File: config.mk
export PLATFORM = sky130hd
export DESIGN_NAME = led_sequencer_flat
export DESIGN_NICKNAME = d
export VERILOG_FILES = /design/src/rtl/led_pkg.sv /design/src/rtl/led_sequencer_if.sv /design/src/rtl/led_channel.sv /design/src/rtl/led_sequencer.sv /design/src/flat_wrapper.sv
export SDC_FILE = /design/constraint.sdc
export NUM_CORES = 1
export LEC_CHECK = 0
export CORE_MARGIN = 10
export CORE_UTILIZATION = 50
export DETAILED_ROUTE_END_ITERATION = 6
export PLACE_DENSITY_LB_ADDON = 0.05
export SETUP_SLACK_MARGIN = 0.15
export SYNTH_ARGS = -nofsm -noshare
export SYNTH_HDL_FRONTEND = slang
export SYNTH_SLANG_ARGS = --single-unit
File: constraint.sdc
create_clock -name clk50 -period 3.5 [get_ports clk50]
set_input_delay 0.7 -clock clk50 [delete_from_list [all_inputs] [get_ports clk50]]
set_output_delay 0.7 -clock clk50 [all_outputs]
set_load 0.005 [all_outputs]
File: src/rtl/led_pkg.sv
`default_nettype none
// ============================================================================
// Module   : led_pkg
// Purpose  : Shared definitions for the LED sequencer: configuration field
//            widths, mode encoding, per-channel state encoding and a helper
//            that decodes the LED level from a channel state.
// Ports    : none (package)
// Revision : 1.0  initial release
// ============================================================================
package led_pkg;

    // Configuration field widths
    localparam int c_CH_W   = 3;
    localparam int c_MODE_W = 2;

    // Configuration mode encoding
    typedef enum logic [c_MODE_W-1:0] {
        MODE_OFF   = 2'd0,
        MODE_ON    = 2'd1,
        MODE_BLINK = 2'd2,
        MODE_BURST = 2'd3
    } led_mode_t;

    // Per-channel state encoding
    typedef enum logic [2:0] {
        ST_OFF      = 3'd0,
        ST_ON       = 3'd1,
        ST_BLINK_HI = 3'd2,
        ST_BLINK_LO = 3'd3,
        ST_BURST_HI = 3'd4,
        ST_BURST_LO = 3'd5
    } ch_state_t;

    // LED is lit in the steady-on state and in the high half of blink/burst
    function automatic logic state_led(input ch_state_t s);
        return (s == ST_ON) || (s == ST_BLINK_HI) || (s == ST_BURST_HI);
    endfunction

    // A burst is in progress in either half of a burst pulse
    function automatic logic state_busy(input ch_state_t s);
        return (s == ST_BURST_HI) || (s == ST_BURST_LO);
    endfunction

endpackage
`default_nettype wire

File: src/rtl/led_sequencer_if.sv
`default_nettype none
// ============================================================================
// Module   : led_sequencer_if
// Purpose  : Configuration write channel of the LED sequencer (valid/ready
//            handshake plus channel, mode, half-period and burst count).
// Ports    : cfg_valid  - write request            (master -> slave)
//            cfg_ready  - write can be accepted    (slave  -> master)
//            cfg_ch     - target channel index     (master -> slave)
//            cfg_mode   - OFF / ON / BLINK / BURST (master -> slave)
//            cfg_period - half-period in ticks     (master -> slave)
//            cfg_count  - burst pulse count        (master -> slave)
// Revision : 1.0  initial release
// ============================================================================
interface led_sequencer_if #(
    parameter int PER_W = 16,
    parameter int CNT_W = 8
);
    import led_pkg::*;

    logic                cfg_valid;
    logic                cfg_ready;
    logic [c_CH_W-1:0]   cfg_ch;
    logic [c_MODE_W-1:0] cfg_mode;
    logic [PER_W-1:0]    cfg_period;
    logic [CNT_W-1:0]    cfg_count;

    modport master (
        output cfg_valid,
        output cfg_ch,
        output cfg_mode,
        output cfg_period,
        output cfg_count,
        input  cfg_ready
    );

    modport slave (
        input  cfg_valid,
        input  cfg_ch,
        input  cfg_mode,
        input  cfg_period,
        input  cfg_count,
        output cfg_ready
    );

endinterface
`default_nettype wire

File: src/rtl/led_channel.sv
`default_nettype none
// ============================================================================
// Module   : led_channel
// Purpose  : One LED channel: state machine (OFF/ON/BLINK/BURST), phase
//            counter advanced by the shared tick, and burst pulse counter.
// Ports    : clk50  - system clock
//            rst    - synchronous active-high reset
//            tick   - one-cycle timebase pulse shared by all channels
//            wr     - accepted configuration write for this channel
//            mode   - new mode (valid with wr)
//            period - new half-period in ticks, 0 treated as 1 (with wr)
//            count  - new burst pulse count (with wr)
//            led    - registered LED drive
//            busy   - high while a burst is in progress
// Revision : 1.0  initial release
// ============================================================================
module led_channel
    import led_pkg::*;
#(
    parameter int PER_W = 16,
    parameter int CNT_W = 8
) (
    input  logic                clk50,
    input  logic                rst,
    input  logic                tick,
    input  logic                wr,
    input  logic [c_MODE_W-1:0] mode,
    input  logic [PER_W-1:0]    period,
    input  logic [CNT_W-1:0]    count,
    output logic                led,
    output logic                busy
);

    ch_state_t        r_state, w_state;
    logic [PER_W-1:0] r_phase, w_phase;
    logic [PER_W-1:0] r_period, w_period;
    logic [CNT_W-1:0] r_remain, w_remain;
    logic             r_led, w_led;
    logic             r_busy, w_busy;
    logic             w_phase_end;

    // Latched period is never 0, so period-1 is always a reachable phase
    assign w_phase_end = (r_phase == (r_period - PER_W'(1)));

    always_ff @(posedge clk50) begin
        if (rst) begin
            r_state  <= ST_OFF;
            r_phase  <= '0;
            r_period <= '0;
            r_remain <= '0;
            r_led    <= 1'b0;
            r_busy   <= 1'b0;
        end else begin
            r_state  <= w_state;
            r_phase  <= w_phase;
            r_period <= w_period;
            r_remain <= w_remain;
            r_led    <= w_led;
            r_busy   <= w_busy;
        end
    end

    always_comb begin
        w_state  = r_state;
        w_phase  = r_phase;
        w_period = r_period;
        w_remain = r_remain;

        if (wr) begin
            // A write always wins over a coincident tick and restarts timing
            w_phase  = '0;
            w_period = (period == '0) ? PER_W'(1) : period;
            w_remain = count;
            case (led_mode_t'(mode))
                MODE_OFF:   w_state = ST_OFF;
                MODE_ON:    w_state = ST_ON;
                MODE_BLINK: w_state = ST_BLINK_HI;
                MODE_BURST: w_state = (count == '0) ? ST_OFF : ST_BURST_HI;
                default:    w_state = ST_OFF;
            endcase
        end else if (tick) begin
            case (r_state)
                ST_BLINK_HI, ST_BLINK_LO, ST_BURST_HI, ST_BURST_LO: begin
                    if (w_phase_end) begin
                        w_phase = '0;
                        case (r_state)
                            ST_BLINK_HI: w_state = ST_BLINK_LO;
                            ST_BLINK_LO: w_state = ST_BLINK_HI;
                            ST_BURST_HI: w_state = ST_BURST_LO;
                            default: begin
                                // End of a burst low half: next pulse or done
                                if (r_remain > CNT_W'(1)) begin
                                    w_remain = r_remain - CNT_W'(1);
                                    w_state  = ST_BURST_HI;
                                end else begin
                                    w_remain = '0;
                                    w_state  = ST_OFF;
                                end
                            end
                        endcase
                    end else begin
                        w_phase = r_phase + PER_W'(1);
                    end
                end
                default: ;
            endcase
        end

        // Outputs are registered from the next state so they track it exactly
        w_led  = state_led(w_state);
        w_busy = state_busy(w_state);
    end

    assign led  = r_led;
    assign busy = r_busy;

endmodule
`default_nettype wire

File: src/rtl/led_sequencer.sv
`default_nettype none
// ============================================================================
// Module   : led_sequencer
// Purpose  : Multi-channel LED sequencer. A shared prescaler produces a
//            timebase tick; configuration writes are decoded to one of
//            NUM_CH led_channel instances.
// Ports    : clk50 - system clock (single clock domain)
//            rst   - synchronous active-high reset
//            cfg   - configuration write interface (slave side)
//            led   - registered LED drive, bit i = channel i
//            busy  - bit i high while channel i runs a burst
// Revision : 1.0  initial release
// ============================================================================
module led_sequencer
    import led_pkg::*;
#(
    parameter int NUM_CH   = 2,
    parameter int TICK_DIV = 50000,
    parameter int PER_W    = 16,
    parameter int CNT_W    = 8
) (
    input  logic              clk50,
    input  logic              rst,
    led_sequencer_if.slave    cfg,
    output logic [NUM_CH-1:0] led,
    output logic [NUM_CH-1:0] busy
);

    localparam int c_PRESC_W = (TICK_DIV > 2) ? $clog2(TICK_DIV) : 1;

    logic [c_PRESC_W-1:0] r_presc;
    logic                 w_tick;
    logic                 r_acc;
    logic                 w_accept;
    logic [NUM_CH-1:0]    w_wr;

    // Prescaler: tick is the last count before the wrap
    assign w_tick = (r_presc == c_PRESC_W'(TICK_DIV - 1));

    always_ff @(posedge clk50) begin
        if (rst) begin
            r_presc <= '0;
        end else if (w_tick) begin
            r_presc <= '0;
        end else begin
            r_presc <= r_presc + c_PRESC_W'(1);
        end
    end

    // Ready drops for the single cycle after an acceptance; gating with rst
    // keeps ready low during reset so a write presented then is ignored.
    assign cfg.cfg_ready = ~rst & ~r_acc;
    assign w_accept      = cfg.cfg_valid & cfg.cfg_ready;

    always_ff @(posedge clk50) begin
        if (rst) begin
            r_acc <= 1'b0;
        end else begin
            r_acc <= w_accept;
        end
    end

    // Out-of-range channel indices match no instance and are dropped
    generate
        for (genvar i = 0; i < NUM_CH; i++) begin : g_ch
            assign w_wr[i] = w_accept && (cfg.cfg_ch == c_CH_W'(i));

            led_channel #(
                .PER_W (PER_W),
                .CNT_W (CNT_W)
            ) u_channel (
                .clk50  (clk50),
                .rst    (rst),
                .tick   (w_tick),
                .wr     (w_wr[i]),
                .mode   (cfg.cfg_mode),
                .period (cfg.cfg_period),
                .count  (cfg.cfg_count),
                .led    (led[i]),
                .busy   (busy[i])
            );
        end
    endgenerate

endmodule
`default_nettype wire

File: src/flat_wrapper.sv
// flat-port wrapper written by rule: the top's interface ports become plain ports
module led_sequencer_flat import led_pkg::*;
#(
    parameter int NUM_CH   = 2,
    parameter int TICK_DIV = 50000,
    parameter int PER_W    = 16,
    parameter int CNT_W    = 8
)
  (clk50, rst, led, busy, cfg_cfg_valid, cfg_cfg_ch, cfg_cfg_mode, cfg_cfg_period, cfg_cfg_count, cfg_cfg_ready);
  led_sequencer_if #(.PER_W(PER_W), .CNT_W(CNT_W)) cfg_i ();
  input  logic clk50;
  input  logic rst;
  output logic [NUM_CH-1:0] led;
  output logic [NUM_CH-1:0] busy;
  input wire logic [$bits(cfg_i.cfg_valid)-1:0] cfg_cfg_valid;
  input wire logic [$bits(cfg_i.cfg_ch)-1:0] cfg_cfg_ch;
  input wire logic [$bits(cfg_i.cfg_mode)-1:0] cfg_cfg_mode;
  input wire logic [$bits(cfg_i.cfg_period)-1:0] cfg_cfg_period;
  input wire logic [$bits(cfg_i.cfg_count)-1:0] cfg_cfg_count;
  output wire logic [$bits(cfg_i.cfg_ready)-1:0] cfg_cfg_ready;
  assign cfg_i.cfg_valid = cfg_cfg_valid;
  assign cfg_i.cfg_ch = cfg_cfg_ch;
  assign cfg_i.cfg_mode = cfg_cfg_mode;
  assign cfg_i.cfg_period = cfg_cfg_period;
  assign cfg_i.cfg_count = cfg_cfg_count;
  assign cfg_cfg_ready = cfg_i.cfg_ready;
  led_sequencer #(.NUM_CH(NUM_CH), .TICK_DIV(TICK_DIV), .PER_W(PER_W), .CNT_W(CNT_W)) u_core (.clk50(clk50), .rst(rst), .cfg(cfg_i), .led(led), .busy(busy));
endmodule
Yosys cells after proc, flatten, opt, wreduce, memory -nomap -nowiden
Index checks and enable logic that the tools add are counted.

cells by class
  add/subtract/negate cells = 7
  magnitude comparators = 2
  equality and inequality tests = 25
  multiplexer cells = 29
  bitwise operators = 4
  reductions and logical operators = 29

operators by type and width
  kind                   number
  $mux 8                 12
  $add 16x1->16 const B  3
  $mux 16                3
  $mux 3                 11
  $eq 16x16->1           2
  $sub 16x1->16 const B  2
  $eq 3x3->1 const B     8
  $eq 3x2->1 const B     6
  $pmux 3 s3             2
  $eq 16x16->1 const B   1
  $gt 8x1->1 const B     2
  $logic_not 16->1       1
  $sub 8x1->8 const B    2
  $pmux 3 s4             1
  $reduce_bool 2->1      6
  $eq 3x1->1 const B     3
  $logic_not 8->1        1
  $reduce_and 4->1       2
  $reduce_or 4->1        2
  $logic_or 1x1->1       6
  $reduce_or 2->1        3
  $reduce_or 3->1        2
  $eq 2x2->1 const B     2
  $ne 2x1->1 const B     2
  7 further kinds        11

word-level totals
  flip-flop bits (word level) = 107
  input port bits = 32

Logic depth before layout (Yosys ltp)
  depth after elaboration = 10
  gate-level depth with buffers = 13

Modules after synthesis
Synthesis repeated with hierarchy kept, for this count alone.

unflattened totals
  cells, all modules = 700
  area total of the unflattened synthesis = 5995.8 um^2

modules (own cells, without submodules)
  module         instances  cells each  area each (um^2)  sequential area each (um^2)
  led_channel    2          307         2616.3            900.9
  led_sequencer  1          86          763.2             340.3

Worst setup path before layout
Ideal clock, no wire load.

  kind = register to register
  start point = reg u_core.g_ch[1].u_channel.r_period[0]
  end point = reg u_core.g_ch[1].u_channel.r_led
  data arrival time = 2834 ps
  required time = 3369 ps
  slack = 534 ps
  cell stages (with the launch flop) = 11
  period minus slack after synthesis = 2966 ps
  path through = dfxtp_1 or4_4 or2_0 clkbuf_2 or4_1 o32a_1 a211oi_2 nand2_1 mux2i_1 a221oi_1 a211oi_2

on the way
  longest elaborated chain between the ends = 9
  elaborated cells on any way between the ends = 11
  those cells by class = add/sub: 1; eq/ne: 4; mux: 4; reduce/logical: 2

ends and longest elaborated chain
  item                                             RTL line           source
  from (decl)                                      led_channel.sv:36  logic [PER_W-1:0] r_period, w_period;
  from (signal assigned)                           led_channel.sv:56  r_period <= w_period;
  $sub 16x1->16 *                                  led_channel.sv:43  assign w_phase_end = (r_phase == (r_period - PER_W'(1)));
  $eq 16x16->1 *                                   led_channel.sv:43
  $mux 3 *                                         led_channel.sv:84  if (w_phase_end) begin
  $mux 3 *                                         led_channel.sv:82  case (r_state)
  $mux 3 *                                         led_channel.sv:81  end else if (tick) begin
  $mux 3 *                                         led_channel.sv:69  if (wr) begin
  $eq 3x1->1 / $eq 3x2->1 (equally long branches)  led_pkg.sv:36      return (s == ST_ON) || (s == ST_BLINK_HI) || (s == ST_BURST_HI);
  $logic_or 1x1->1                                 led_pkg.sv:36
  $logic_or 1x1->1 *                               led_pkg.sv:36
  to (signal assigned)                             led_channel.sv:58  r_led <= w_led;
  to (decl)                                        led_channel.sv:38  logic r_led, w_led;

Every way passes the cells marked *; elsewhere a longest branch is shown, timed or not.
A chain may end at the register's enable or synchronous reset.

Worst setup path after layout
  start point = reg u_core.g_ch[1].u_channel.r_period[2]
  end point = reg u_core.g_ch[1].u_channel.r_led

The elaborated chain is that of the path after synthesis.

==> impl_metrics.ini <==
[pwr]
swShare_pct = 25.1
power_mw = 2.55
leakagePower_nw = 2.34
combPwrFrac_pct = 10.0
power.density_nw_per_um2 = 378
sequentialPowerShare_pct = 49.1
p_switching_uw = 640
pwr-share-clk_pct = 40.9
intPower_mw = 1.91
irDropWorstVdd_uv = 328

[logic_synthesis]
syn-num-nets = 792
synth_top_area_share_pct = 35.9
synthTopCellsByArea = dfxtp_1, xnor2_1, nand2_1
ys_async_sr_fraction_pct = 0
ys_ff_latch = 107
synthesis.area_um2 = 5960
synth_edf_count = 0
synth_flop_cell = dfxtp_1
synth_top_area_cell = dfxtp_1
synth_cell_types = 73
syn_inst = 751
ys_seq_area_share_pct = 35.9
yosysMostFrequentCell = nand2_1
avgSynthCellArea_um2 = 7.94
yosys-top-cells-count = nand2_1, dfxtp_1, nor2_1, xnor2_1, o21ai_0
yosysWarnings = 0

[floorplanning]
io_pins = 37
num_rows = 39
dieHeight_um = 129
core_area_um2 = 11600
die-width_um = 129
start_util_pct = 51.5
dieArea_um2 = 16700

[finish]
diodes = 0
seqCellArea_um2 = 2140
fill_cells = 1061
multi_input_area_um2 = 3610
syn_to_final_growth_pct = 13.0
nets = 811
drive_gt1_share_pct = 7.10

[drt]
drt_iter0_drc = 344
remaining_drc_errors = 0
antenna_left = 0
via_count = 5244
detail_route.wl_per_cell_um = 15.8
drt_wl_total_um = 14500
drtPass1Iterations = 5
post_drt_via_cell_ratio = 5.71

[worst_setup_path]
crit_arrival_ns = 3.44
start_kind = flip-flop
slowest_delay_ns = 0.54
crit_chain = or4_4 -> or2_1 -> or4_1 -> o32a_1 -> a211oi_4 -> nand3_2 -> a31oi_4 -> xnor2_1 -> a211oi_2
end_kind = flip-flop
cp.required_ns = 3.78
slowest_stage = or4_4
path_class = reg -> reg
worst-path-max-fanout = 7

[clocking]
numCtsBuffers = 9
cts_tree = built
clockBufferDepth = 2
clk-insertion-delay-late_ns = 0.36
clkSinkCount = 107
root_buffer = clkbuf_16
clk_pin_slew_ns = 0.08
h-tree-depth = 3

[worst_hold_path]
hold_path.class = reg -> reg

[global_route]
groute.usage.overall_pct = 17.8
overflow = 0
grt_start_max_net_pins = 38
grt_busiest_layer = met2
grt_pass1_vias = 5025
antenna_found_initial = 0
grtUsageMet2_pct = 28.0
gr-usage-met1_pct = 23.4
use_met3_pct = 4.61
grt_pass1_wl_um = 24500

[timing]
final.min_clock_period_ns = 3.16
worst_clock_skew_ns = 0.0119
relSlewSlack_pct = 56.3
max_freq_ghz = 0.316
hold_viol = 0
fin_tns_setup_ns = 0
tightest_slew_ns = 0.654
fin_crit_sh_pct = 90.3
setup_viol = 0
rsz0062_at_grt = no
finalMaxSlewViolations = 0

[flow_run]
drv_cap = 0

[status]
status = finished clean

[placement]
globalplace.congestion = 0.851
numPortBuffers = 36
hpwl_um = 10700
worst max-delay path, delay by kind of cell, from the launching register on:
kind / cells / cell delay, ns
xor+xnor: 1 / 0.12
flops: 1 / 0.40
simple gates: 4 / 1.51
compound gates: 4 / 1.06
cell type report:
class	count	area share [%]
Multi-Input combinational cell	586	53.6
Sequential cell	107	31.8
Timing Repair Buffer	45	6.35
Clock buffer	9	3.34
Tap cell	143	2.66
Inverter	21	1.17
Clock inverter	7	1.11
stage by stage:
stage	cell area (µm²)	utilization, %	worst slack [ns]	hold WS [ns]	cells
CTS	6690	57.8	0.215	0.454	918
global route	6740	58.2	0.162	0.460	918
global placement	6380	55.2	0.346	0.428	902
detailed placement	6380	55.2	0.248	0.437	902
floorplan	5960	-	0.534	0.418	751
finish	6740	58.2	0.339	0.454	918
worst paths after layout:
path	start	to	slack (ns)	cells after the start
max reg2reg	u_core.g_ch[1].u_channel.r_period[2]$_SDFFE_PP0P_	u_core.g_ch[1].u_channel.led$_SDFF_PP0_	0.34	9
max	u_core.g_ch[1].u_channel.r_period[2]$_SDFFE_PP0P_	u_core.g_ch[1].u_channel.led$_SDFF_PP0_	0.34	9
min reg2reg	u_core.r_presc[0]$_SDFF_PP0_	u_core.r_presc[0]$_SDFF_PP0_	0.45	1
min	u_core.r_presc[0]$_SDFF_PP0_	u_core.r_presc[0]$_SDFF_PP0_	0.45	1
cell usage in the layout, fill, tap and decap left out, drive strengths merged, types with 3 or more instances in the layout:
| cell type | instances |
|---|---|
| nor2b | 3 |
| nor4 | 19 |
| ha | 9 |
| nand4 | 17 |
| o21ai | 45 |
| nand3 | 31 |
| nand3b | 3 |
| or2 | 6 |
| buf | 9 |
| a2111oi | 3 |
| a31oi | 8 |
| nand2 | 112 |
| clkinvlp | 3 |
| nor3 | 16 |
| o31ai | 8 |
| nor2 | 97 |
| or3 | 4 |
| dfxtp | 107 |
| a21boi | 3 |
| a22oi | 7 |
| or4 | 5 |
| inv | 23 |
| and3 | 10 |
| o211ai | 6 |
| and2 | 5 |
| xnor2 | 50 |
| mux2i | 7 |
| clkbuf | 9 |
| nor4b | 4 |
| a21o | 3 |
| a211oi | 6 |
| xor2 | 41 |
| clkdlybuf4s50 | 36 |
| a32oi | 4 |
| a21oi | 21 |
power by group through the flow:
stage                     Sequential, mW  Clock (mW)  Combinational (mW)
final                               1.25        1.04               0.255
after global routing                1.25        1.12               0.281
after CTS                           1.25        1.07               0.249
after detailed placement            1.28           0               0.247
after global placement              1.28           0               0.244
after floorplan                     1.27           0               0.165
layer usage:
| metal | vias to the layer above | wire length (µm) |
|---|---|---|
| li1 | 2666 | - |
| met1 | 2459 | 7120 |
| met2 | 98 | 6500 |
| met3 | 21 | 612 |
| met4 | 0 | 243 |
| met5 | - | 0 |
state kept, by name, indices dropped and copies added, names as in the netlist:
name	cells
u_core.g_ch.u_channel.r_period	32
u_core.g_ch.u_channel.r_phase	32
u_core.g_ch.u_channel.r_remain	16
u_core.r_presc	16
u_core.g_ch.u_channel.r_state	6
u_core.g_ch.u_channel.busy	2
u_core.g_ch.u_channel.led	2
u_core.r_acc	1
timing repair:
item                       4_1_cts  5_1_grt
hold buffers                     0        0
gates resized for setup          0        9
setup endpoints to repair        0       28
setup buffers                    0        0
logic make-up after synthesis:
logic type / after synthesis / synth area share (%)
flip-flops: 107 / 35.9
buffers and inverters: 58 / 4.41
AO/OA/AOI/OAI: 133 / 15.0
AND/OR/NAND/NOR: 344 / 27.8
multiplexers: 9 / 1.55
adder cells (fa/ha/maj): 9 / 1.89
XOR/XNOR: 91 / 13.4
(Power assumes the default switching activity.)
